[config.mk]
export PLATFORM = sky130hd
export DESIGN_NAME = uart_rx_cfg
export DESIGN_NICKNAME = d
export VERILOG_FILES = /design/src/rtl/uart_pkg.sv /design/src/rtl/uart_baud_tick.sv /design/src/rtl/uart_rx_cfg.sv
export SDC_FILE = /design/constraint.sdc
export NUM_CORES = 1
export LEC_CHECK = 0
export CAP_MARGIN = 10
export CORE_MARGIN = 2
export CORE_UTILIZATION = 55
export CTS_CLUSTER_SIZE = 12
export DETAILED_ROUTE_END_ITERATION = 8
export PLACE_DENSITY = 0.78
export SLEW_MARGIN = 40
export SYNTH_ARGS = -nofsm -noshare
export SYNTH_HDL_FRONTEND = slang
export SYNTH_SLANG_ARGS = --single-unit
[constraint.sdc]
create_clock -name clk -period 2.3 [get_ports clk]
set_clock_uncertainty 0.15 [all_clocks]
set_input_delay 0.345 -clock clk [delete_from_list [all_inputs] [get_ports clk]]
set_output_delay 0.345 -clock clk [all_outputs]
set_load 0.01 [all_outputs]
[src/rtl/uart_pkg.sv]
// Shared types and helpers for the configurable UART receiver and its companion TX.
package uart_pkg;

    typedef enum logic [1:0] {
        PAR_NONE = 2'd0,
        PAR_EVEN = 2'd1,
        PAR_ODD  = 2'd2
    } parity_mode_t;

    typedef enum logic [2:0] {
        IDLE   = 3'd0,
        START  = 3'd1,
        DATA   = 3'd2,
        PARITY = 3'd3,
        STOP   = 3'd4
    } rx_state_t;

    // Counter width for values 0..n-1, never narrower than one bit.
    function automatic int unsigned cnt_width(input int unsigned n);
        return (n <= 2) ? 1 : $clog2(n);
    endfunction

    // The reserved encoding 3 collapses onto "no parity".
    function automatic parity_mode_t decode_parity(input logic [1:0] raw);
        case (raw)
            2'd1:    return PAR_EVEN;
            2'd2:    return PAR_ODD;
            default: return PAR_NONE;
        endcase
    endfunction

endpackage

[src/rtl/uart_baud_tick.sv]
// Oversample tick generator: one-clock pulse every CLKS_PER_TICK clocks, phase restartable.
module uart_baud_tick
    import uart_pkg::*;
#(
    parameter int unsigned CLKS_PER_TICK = 1
) (
    input  logic i_clk,
    input  logic i_reset_n,
    input  logic i_restart,
    output logic o_tick
);

    localparam int unsigned CW = cnt_width(CLKS_PER_TICK);
    localparam logic [CW-1:0] TERMINAL = CW'(CLKS_PER_TICK - 1);

    logic [CW-1:0] r_cnt;

    always_ff @(posedge i_clk or negedge i_reset_n) begin
        if (!i_reset_n) begin
            r_cnt <= '0;
        end else if (i_restart || (r_cnt == TERMINAL)) begin
            r_cnt <= '0;
        end else begin
            r_cnt <= r_cnt + CW'(1);
        end
    end

    // A restart suppresses the tick so the first tick lands a full period later.
    assign o_tick = (r_cnt == TERMINAL) && !i_restart;

endmodule

[src/rtl/uart_rx_cfg.sv]
// Runtime-configurable UART receiver (5-8 data bits, none/even/odd parity, 1-2 stop bits).
// Define UART_RX_MAJORITY_EN for 2-of-3 majority sampling around each bit centre.
module uart_rx_cfg
    import uart_pkg::*;
#(
    parameter int unsigned FREQUENCY  = 10_000_000,
    parameter int unsigned BAUD_RATE  = 9600,
    parameter int unsigned OVERSAMPLE = 16
) (
    input  logic       clk,
    input  logic       reset_n,
    input  logic       rx_serial,
    input  logic [1:0] cfg_data_bits,
    input  logic [1:0] cfg_parity,
    input  logic       cfg_two_stop,
    output logic       rx_valid,
    input  logic       rx_ready,
    output logic [7:0] rx_byte,
    output logic       rx_frame_err,
    output logic       rx_parity_err,
    output logic       rx_overrun,
    output logic       rx_busy,
    output rx_state_t  dbg_state
);

    localparam int unsigned CLKS_PER_TICK = FREQUENCY / (OVERSAMPLE * BAUD_RATE);
    localparam int unsigned SW = cnt_width(OVERSAMPLE);

`ifdef UART_RX_MAJORITY_EN
    localparam logic [SW-1:0] START_DEC = SW'(OVERSAMPLE / 2);
`else
    localparam logic [SW-1:0] START_DEC = SW'(OVERSAMPLE / 2 - 1);
`endif
    localparam logic [SW-1:0] BIT_DEC = SW'(OVERSAMPLE - 1);

    if (CLKS_PER_TICK == 0) begin : g_bad_tick
        $error("uart_rx_cfg: FREQUENCY too low for OVERSAMPLE*BAUD_RATE");
    end
    if ((OVERSAMPLE < 8) || (OVERSAMPLE % 2 != 0)) begin : g_bad_os
        $error("uart_rx_cfg: OVERSAMPLE must be even and at least 8");
    end

    logic [1:0]    r_sync;
    logic          r_line_q;
    logic          w_line;
    logic          w_tick;
    logic          w_restart;
    logic          w_sample;
    logic [SW-1:0] w_dec;
    logic          w_at_dec;

    rx_state_t     r_state, w_state_n;
    logic [SW-1:0] r_s, w_s_n;
    logic [2:0]    r_idx, w_idx_n;
    logic [7:0]    r_data, w_data_n;
    logic          r_par, w_par_n;
    logic          r_perr, w_perr_n;
    logic          r_ferr, w_ferr_n;
    logic          r_stop_idx, w_stop_idx_n;
    logic          r_done, w_done_n;
    logic [1:0]    r_cfg_bits, w_cfg_bits_n;
    parity_mode_t  r_cfg_par, w_cfg_par_n;
    logic          r_cfg_two, w_cfg_two_n;
    logic [2:0]    w_last_idx;

    logic          r_valid;
    logic [7:0]    r_byte;
    logic          r_frame_err;
    logic          r_parity_err;
    logic          r_overrun;

    always_ff @(posedge clk or negedge reset_n) begin
        if (!reset_n) begin
            r_sync   <= 2'b11;
            r_line_q <= 1'b1;
        end else begin
            r_sync   <= {r_sync[0], rx_serial};
            r_line_q <= r_sync[1];
        end
    end

    assign w_line    = r_sync[1];
    assign w_restart = (r_state == IDLE) && !w_line && r_line_q;

    uart_baud_tick #(
        .CLKS_PER_TICK(CLKS_PER_TICK)
    ) u_tick (
        .i_clk    (clk),
        .i_reset_n(reset_n),
        .i_restart(w_restart),
        .o_tick   (w_tick)
    );

    assign w_dec      = (r_state == START) ? START_DEC : BIT_DEC;
    assign w_at_dec   = w_tick && (r_s == w_dec);
    assign w_last_idx = 3'd4 + {1'b0, r_cfg_bits};

`ifdef UART_RX_MAJORITY_EN
    logic [1:0] r_maj;

    // Capture centre-1 and centre; the decision tick supplies centre+1 live.
    always_ff @(posedge clk or negedge reset_n) begin
        if (!reset_n) begin
            r_maj <= 2'b11;
        end else if (w_tick) begin
            if (r_s == (w_dec - SW'(2))) r_maj[0] <= w_line;
            if (r_s == (w_dec - SW'(1))) r_maj[1] <= w_line;
        end
    end

    assign w_sample = (r_maj[0] & r_maj[1]) | (r_maj[0] & w_line) | (r_maj[1] & w_line);
`else
    assign w_sample = w_line;
`endif

    always_ff @(posedge clk or negedge reset_n) begin
        if (!reset_n) begin
            r_state    <= IDLE;
            r_s        <= '0;
            r_idx      <= '0;
            r_data     <= '0;
            r_par      <= 1'b0;
            r_perr     <= 1'b0;
            r_ferr     <= 1'b0;
            r_stop_idx <= 1'b0;
            r_done     <= 1'b0;
            r_cfg_bits <= '0;
            r_cfg_par  <= PAR_NONE;
            r_cfg_two  <= 1'b0;
        end else begin
            r_state    <= w_state_n;
            r_s        <= w_s_n;
            r_idx      <= w_idx_n;
            r_data     <= w_data_n;
            r_par      <= w_par_n;
            r_perr     <= w_perr_n;
            r_ferr     <= w_ferr_n;
            r_stop_idx <= w_stop_idx_n;
            r_done     <= w_done_n;
            r_cfg_bits <= w_cfg_bits_n;
            r_cfg_par  <= w_cfg_par_n;
            r_cfg_two  <= w_cfg_two_n;
        end
    end

    always_comb begin
        w_state_n    = r_state;
        w_s_n        = r_s;
        w_idx_n      = r_idx;
        w_data_n     = r_data;
        w_par_n      = r_par;
        w_perr_n     = r_perr;
        w_ferr_n     = r_ferr;
        w_stop_idx_n = r_stop_idx;
        w_done_n     = 1'b0;
        w_cfg_bits_n = r_cfg_bits;
        w_cfg_par_n  = r_cfg_par;
        w_cfg_two_n  = r_cfg_two;

        case (r_state)
            IDLE: begin
                // Falling edge only: a held-low line (break) never re-triggers.
                if (w_restart) begin
                    w_state_n    = START;
                    w_s_n        = '0;
                    w_idx_n      = '0;
                    w_data_n     = '0;
                    w_par_n      = 1'b0;
                    w_perr_n     = 1'b0;
                    w_ferr_n     = 1'b0;
                    w_stop_idx_n = 1'b0;
                    w_cfg_bits_n = cfg_data_bits;
                    w_cfg_par_n  = decode_parity(cfg_parity);
                    w_cfg_two_n  = cfg_two_stop;
                end
            end
            START: begin
                if (w_at_dec) begin
                    w_s_n     = '0;
                    w_state_n = w_sample ? IDLE : DATA;
                end else if (w_tick) begin
                    w_s_n = r_s + SW'(1);
                end
            end
            DATA: begin
                if (w_at_dec) begin
                    w_s_n           = '0;
                    w_data_n[r_idx] = w_sample;
                    w_par_n         = r_par ^ w_sample;
                    if (r_idx == w_last_idx) begin
                        w_idx_n   = '0;
                        w_state_n = (r_cfg_par == PAR_NONE) ? STOP : PARITY;
                    end else begin
                        w_idx_n = r_idx + 3'd1;
                    end
                end else if (w_tick) begin
                    w_s_n = r_s + SW'(1);
                end
            end
            PARITY: begin
                if (w_at_dec) begin
                    w_s_n     = '0;
                    w_perr_n  = (r_par ^ w_sample) != (r_cfg_par == PAR_ODD);
                    w_state_n = STOP;
                end else if (w_tick) begin
                    w_s_n = r_s + SW'(1);
                end
            end
            STOP: begin
                if (w_at_dec) begin
                    w_s_n = '0;
                    if (!w_sample) w_ferr_n = 1'b1;
                    if (r_cfg_two && !r_stop_idx) begin
                        w_stop_idx_n = 1'b1;
                    end else begin
                        w_state_n = IDLE;
                        w_done_n  = 1'b1;
                    end
                end else if (w_tick) begin
                    w_s_n = r_s + SW'(1);
                end
            end
            default: w_state_n = IDLE;
        endcase
    end

    // Output word: valid holds byte/flags stable until a cycle with valid & ready.
    // A completion arriving while an unaccepted word is held is dropped and flagged.
    always_ff @(posedge clk or negedge reset_n) begin
        if (!reset_n) begin
            r_valid      <= 1'b0;
            r_byte       <= '0;
            r_frame_err  <= 1'b0;
            r_parity_err <= 1'b0;
            r_overrun    <= 1'b0;
        end else if (r_done) begin
            if (!r_valid || rx_ready) begin
                r_valid      <= 1'b1;
                r_byte       <= r_data;
                r_frame_err  <= r_ferr;
                r_parity_err <= r_perr;
                if (r_valid) r_overrun <= 1'b0;
            end else begin
                r_overrun <= 1'b1;
            end
        end else if (r_valid && rx_ready) begin
            r_valid   <= 1'b0;
            r_overrun <= 1'b0;
        end
    end

    assign rx_valid      = r_valid;
    assign rx_byte       = r_byte;
    assign rx_frame_err  = r_frame_err;
    assign rx_parity_err = r_parity_err;
    assign rx_overrun    = r_overrun;
    assign rx_busy       = (r_state != IDLE);
    assign dbg_state     = r_state;

endmodule

==> impl_results.md <==
* Status: complete, no violations
* Hold crit path type: register to register
* CP arrival at ~2.2 ns
* H-tree depth at 2
* Post-synth top flop: dfrtp_1
* Clock buffer depth at 2
* RSZ-0062 raised after global routing: no
* Synth Instances at 231
* CTS Sinks at 50
* Aggregate global routing overflow at 0
* Die area at about 5000 um2
* Pwr dens at around 1000 nW/um2
* CP Capture Type: register
* Setup violations, final at 0
* Area Overhead vs Synth at 20.3%
* Origin of the critical flop-to-flop path: dbg_state[0]
* Detailed Routing Iterations Pass 1 at 4
* Synth cell types at 52
* CORE AREA at 4320 um2
* EDFF count, synth at 0
* Boundary Pins at 25
* WL per Instance at roughly 14 um
* Antenna violations before repair at 0
* Max-cap violations at 0
* First-pass GRT wire length at between 8 and 9 mm
* Top-area cell type share of the netlist area at 0.481
* Hold path cells at 0
* Number of global-route vias before repair at approximately 1700
* Mean Syn Cell Area at approximately 11 um2
* Synthesized flop and latch total at 50
* Cell accounting for the most synthesized area: dfrtp_1
* Largest net degree at the start of global routing at 29
* Hold WS at around 0.21 ns
* Share of cells above drive strength 1 at 0.199
* Placed Cells at 310
* Ys Warns at 0
* Final net count at around 280
* Tmin final at ~2.1 ns
* CP max FO at 10
* GRT Util Overall at 0.203
* Leak at approximately 1.4 nW
* CP Data Required Time at between 2 and 2.5 ns
* Via count at roughly 1800
* Number of diodes at 0
* Number of vias per cell at 5.63
* Clk root buf: clkbuf_8
* Final worst slack at between 0.2 and 0.25 ns
* Clock-pin transition on the worst setup and hold timing paths at 0.10 ns
* Pre-CTS setup slack at 0.201 ns
* CTS tree: yes
* Final Core Density at 0.681
* Row cnt at 24
* PortBufs at 24
* Post-Layout Cell Count at 319
* CP Class: register to register
* Hold EP: r_sync[1]
* RR Endpoint: dbg_state[1]
* TritonCTS Buffers at 5
* Post-synthesis sequential area ratio at 0.513
* Startpoint types: register
* Initial detailed-routing violation count at approximately 120
* Main area contributors after synthesis: dfrtp_1, nand2_1, mux2_2, dfstp_2, nor2_1
* Rel. slew slack at 0.640
* Final slew viol count at 0
* Routed Wire Length at roughly 4.5 mm
* Max Clk Rate at around 0.48 GHz
* VDD IR max at around 0.00065 V
* Register-to-register setup slack at ~0.20 ns
* Final ANT Viol Nets at 0
* Clk Latency, worst-skew pair at between 0.3 and 0.4 ns
* Least-Margin Pin Slew at ~0.54 ns
* DRC viols at 0
* Syn nets at about 240
* Mapped Area at 2450 um2
* Final hold viol count at 0
* Worst Hold Launch: r_sync[0]
* Reg2reg path depth at 6
* Starting Density at 0.566
* Die Y-Extent at 70.7 um
* Fin crit share at 0.912
* Die Wd at between 70 and 80 um
* Setup tns final at 0 ns
* Fraction of registers with async set/reset at 1.00
* GPL Wtd Cong at about 0.8
* Hpwl dp at 3.23 mm
-- worst max-delay path: stages (launching register included) --
cell	delay, ns
dfrtp_1	0.41
buf_4	0.18
or3b_1	0.38
a211o_1	0.31
nand2b_1	0.18
o21ai_0	0.13
a221oi_1	0.27
-- registers in the layout, summed over array words and instances, names as in the netlist, 2 cells and up --
name and flops:
r_cfg_bits 2, rx_byte 8, r_s 4, r_sync 2, r_data 8, r_cfg_par 2
r_idx 3, u_tick.r_cnt 7, dbg_state 3
-- placed cells by master (no fill, tap or decap), drive strengths merged, types with 2 or more instances in the layout --
master	count
xnor2	7
mux2	10
nor3	2
buf	13
and4bb	2
nor2b	5
bufinv	2
a21oi	12
nor3b	3
nand2b	9
nor2	20
dfrtp	47
nand3	5
a41o	2
xor2	3
or3b	2
clkbuf	5
nand2	35
inv	6
a31oi	3
o21ai	12
clkdlybuf4s50	22
mux2i	3
a31o	7
dfstp	3
ha	4
-- timing repair --
action                     in CTS  in global routing
resized for setup               0                  2
hold endpoints to repair       19                  0
buffers inserted                0                  0
setup endpoints to repair       0                  1
hold buffers                    1                  0
-- Yosys cell counts, types with 3 or more instances --
master    instances
buf_6             3
o21ai_0           9
buf_2             4
xor2_1            3
xnor2_1           7
dfrtp_1          47
mux2i_1           3
nand3_1           5
mux2_2           10
a21oi_1          12
a31o_2            6
ha_1              4
dfstp_2           3
nor2b_1           5
nand2_1          35
nor2_1           18
nand2b_1          8
inv_1             6
nor3b_1           3
-- routing by layer --
layer / vias to the layer above / share of wire / global-route usage
met3: 7 / 0.053 / 0.0456
met5: - / 0 / 0
met4: 0 / 0.017 / 0.0734
met2: 46 / 0.46 / 0.309
li1: 879 / - / -
met1: 863 / 0.47 / 0.286
-- layout make-up --
class | count | area (um2)
clock buffers | 5 | 68.8
multi-input cells | 166 | 1110
flip-flops and latches | 50 | 1250
clock inverters | 3 | 68.8
repair buffers | 37 | 350
fillers | 331 | 1380
inverters | 6 | 22.5
well taps | 52 | 65.1
-- worst max path at each step --
| stage | startpoint | endpoint | slack [ns] | depth (start not counted) |
|---|---|---|---|---|
| finish | dbg_state[0] | dbg_state[1] | 0.20 | 6 |
| CTS | dbg_state[2] | rx_busy | 0.02 | 3 |
| detailed placement | dbg_state[0] | dbg_state[1] | 0.20 | 6 |
| global placement | dbg_state[0] | dbg_state[1] | 0.23 | 6 |
| floorplan | dbg_state[1] | r_idx[2] | 0.31 | 8 |
| global route | u_tick.r_cnt[0] | r_data[7] | 0.05 | 7 |
-- report_power, final --
part / internal, W / switching (W) / total, W / leakage (nW)
registers: 0.00104 / 0.000163 / 0.00120 / 0.649
clock network: 0.000436 / 0.000303 / 0.000738 / 0.0683
logic: 0.000470 / 0.000536 / 0.00101 / 0.636
total: 0.00195 / 0.00100 / 0.00295 / 1.35
-- through the flow --
| step | power [W] | cell area (um2) |
|---|---|---|
| finish | 0.00295 | 2940 |
| global route | 0.00315 | 2940 |
| CTS | 0.00295 | 2940 |
| detailed placement | 0.00221 | 2790 |
| global placement | 0.00218 | 2790 |
| floorplan | 0.00192 | 2450 |
-- logic make-up after synthesis --
group / share of synthesized area
XOR/XNOR: 0.0358
AO/OA/AOI/OAI: 0.153
multiplexers: 0.0583
AND/OR/NAND/NOR: 0.185
buffers and inverters: 0.0343
flip-flops: 0.513
adder cells (fa/ha/maj): 0.0205
Power figures use the tool's default switching activity.
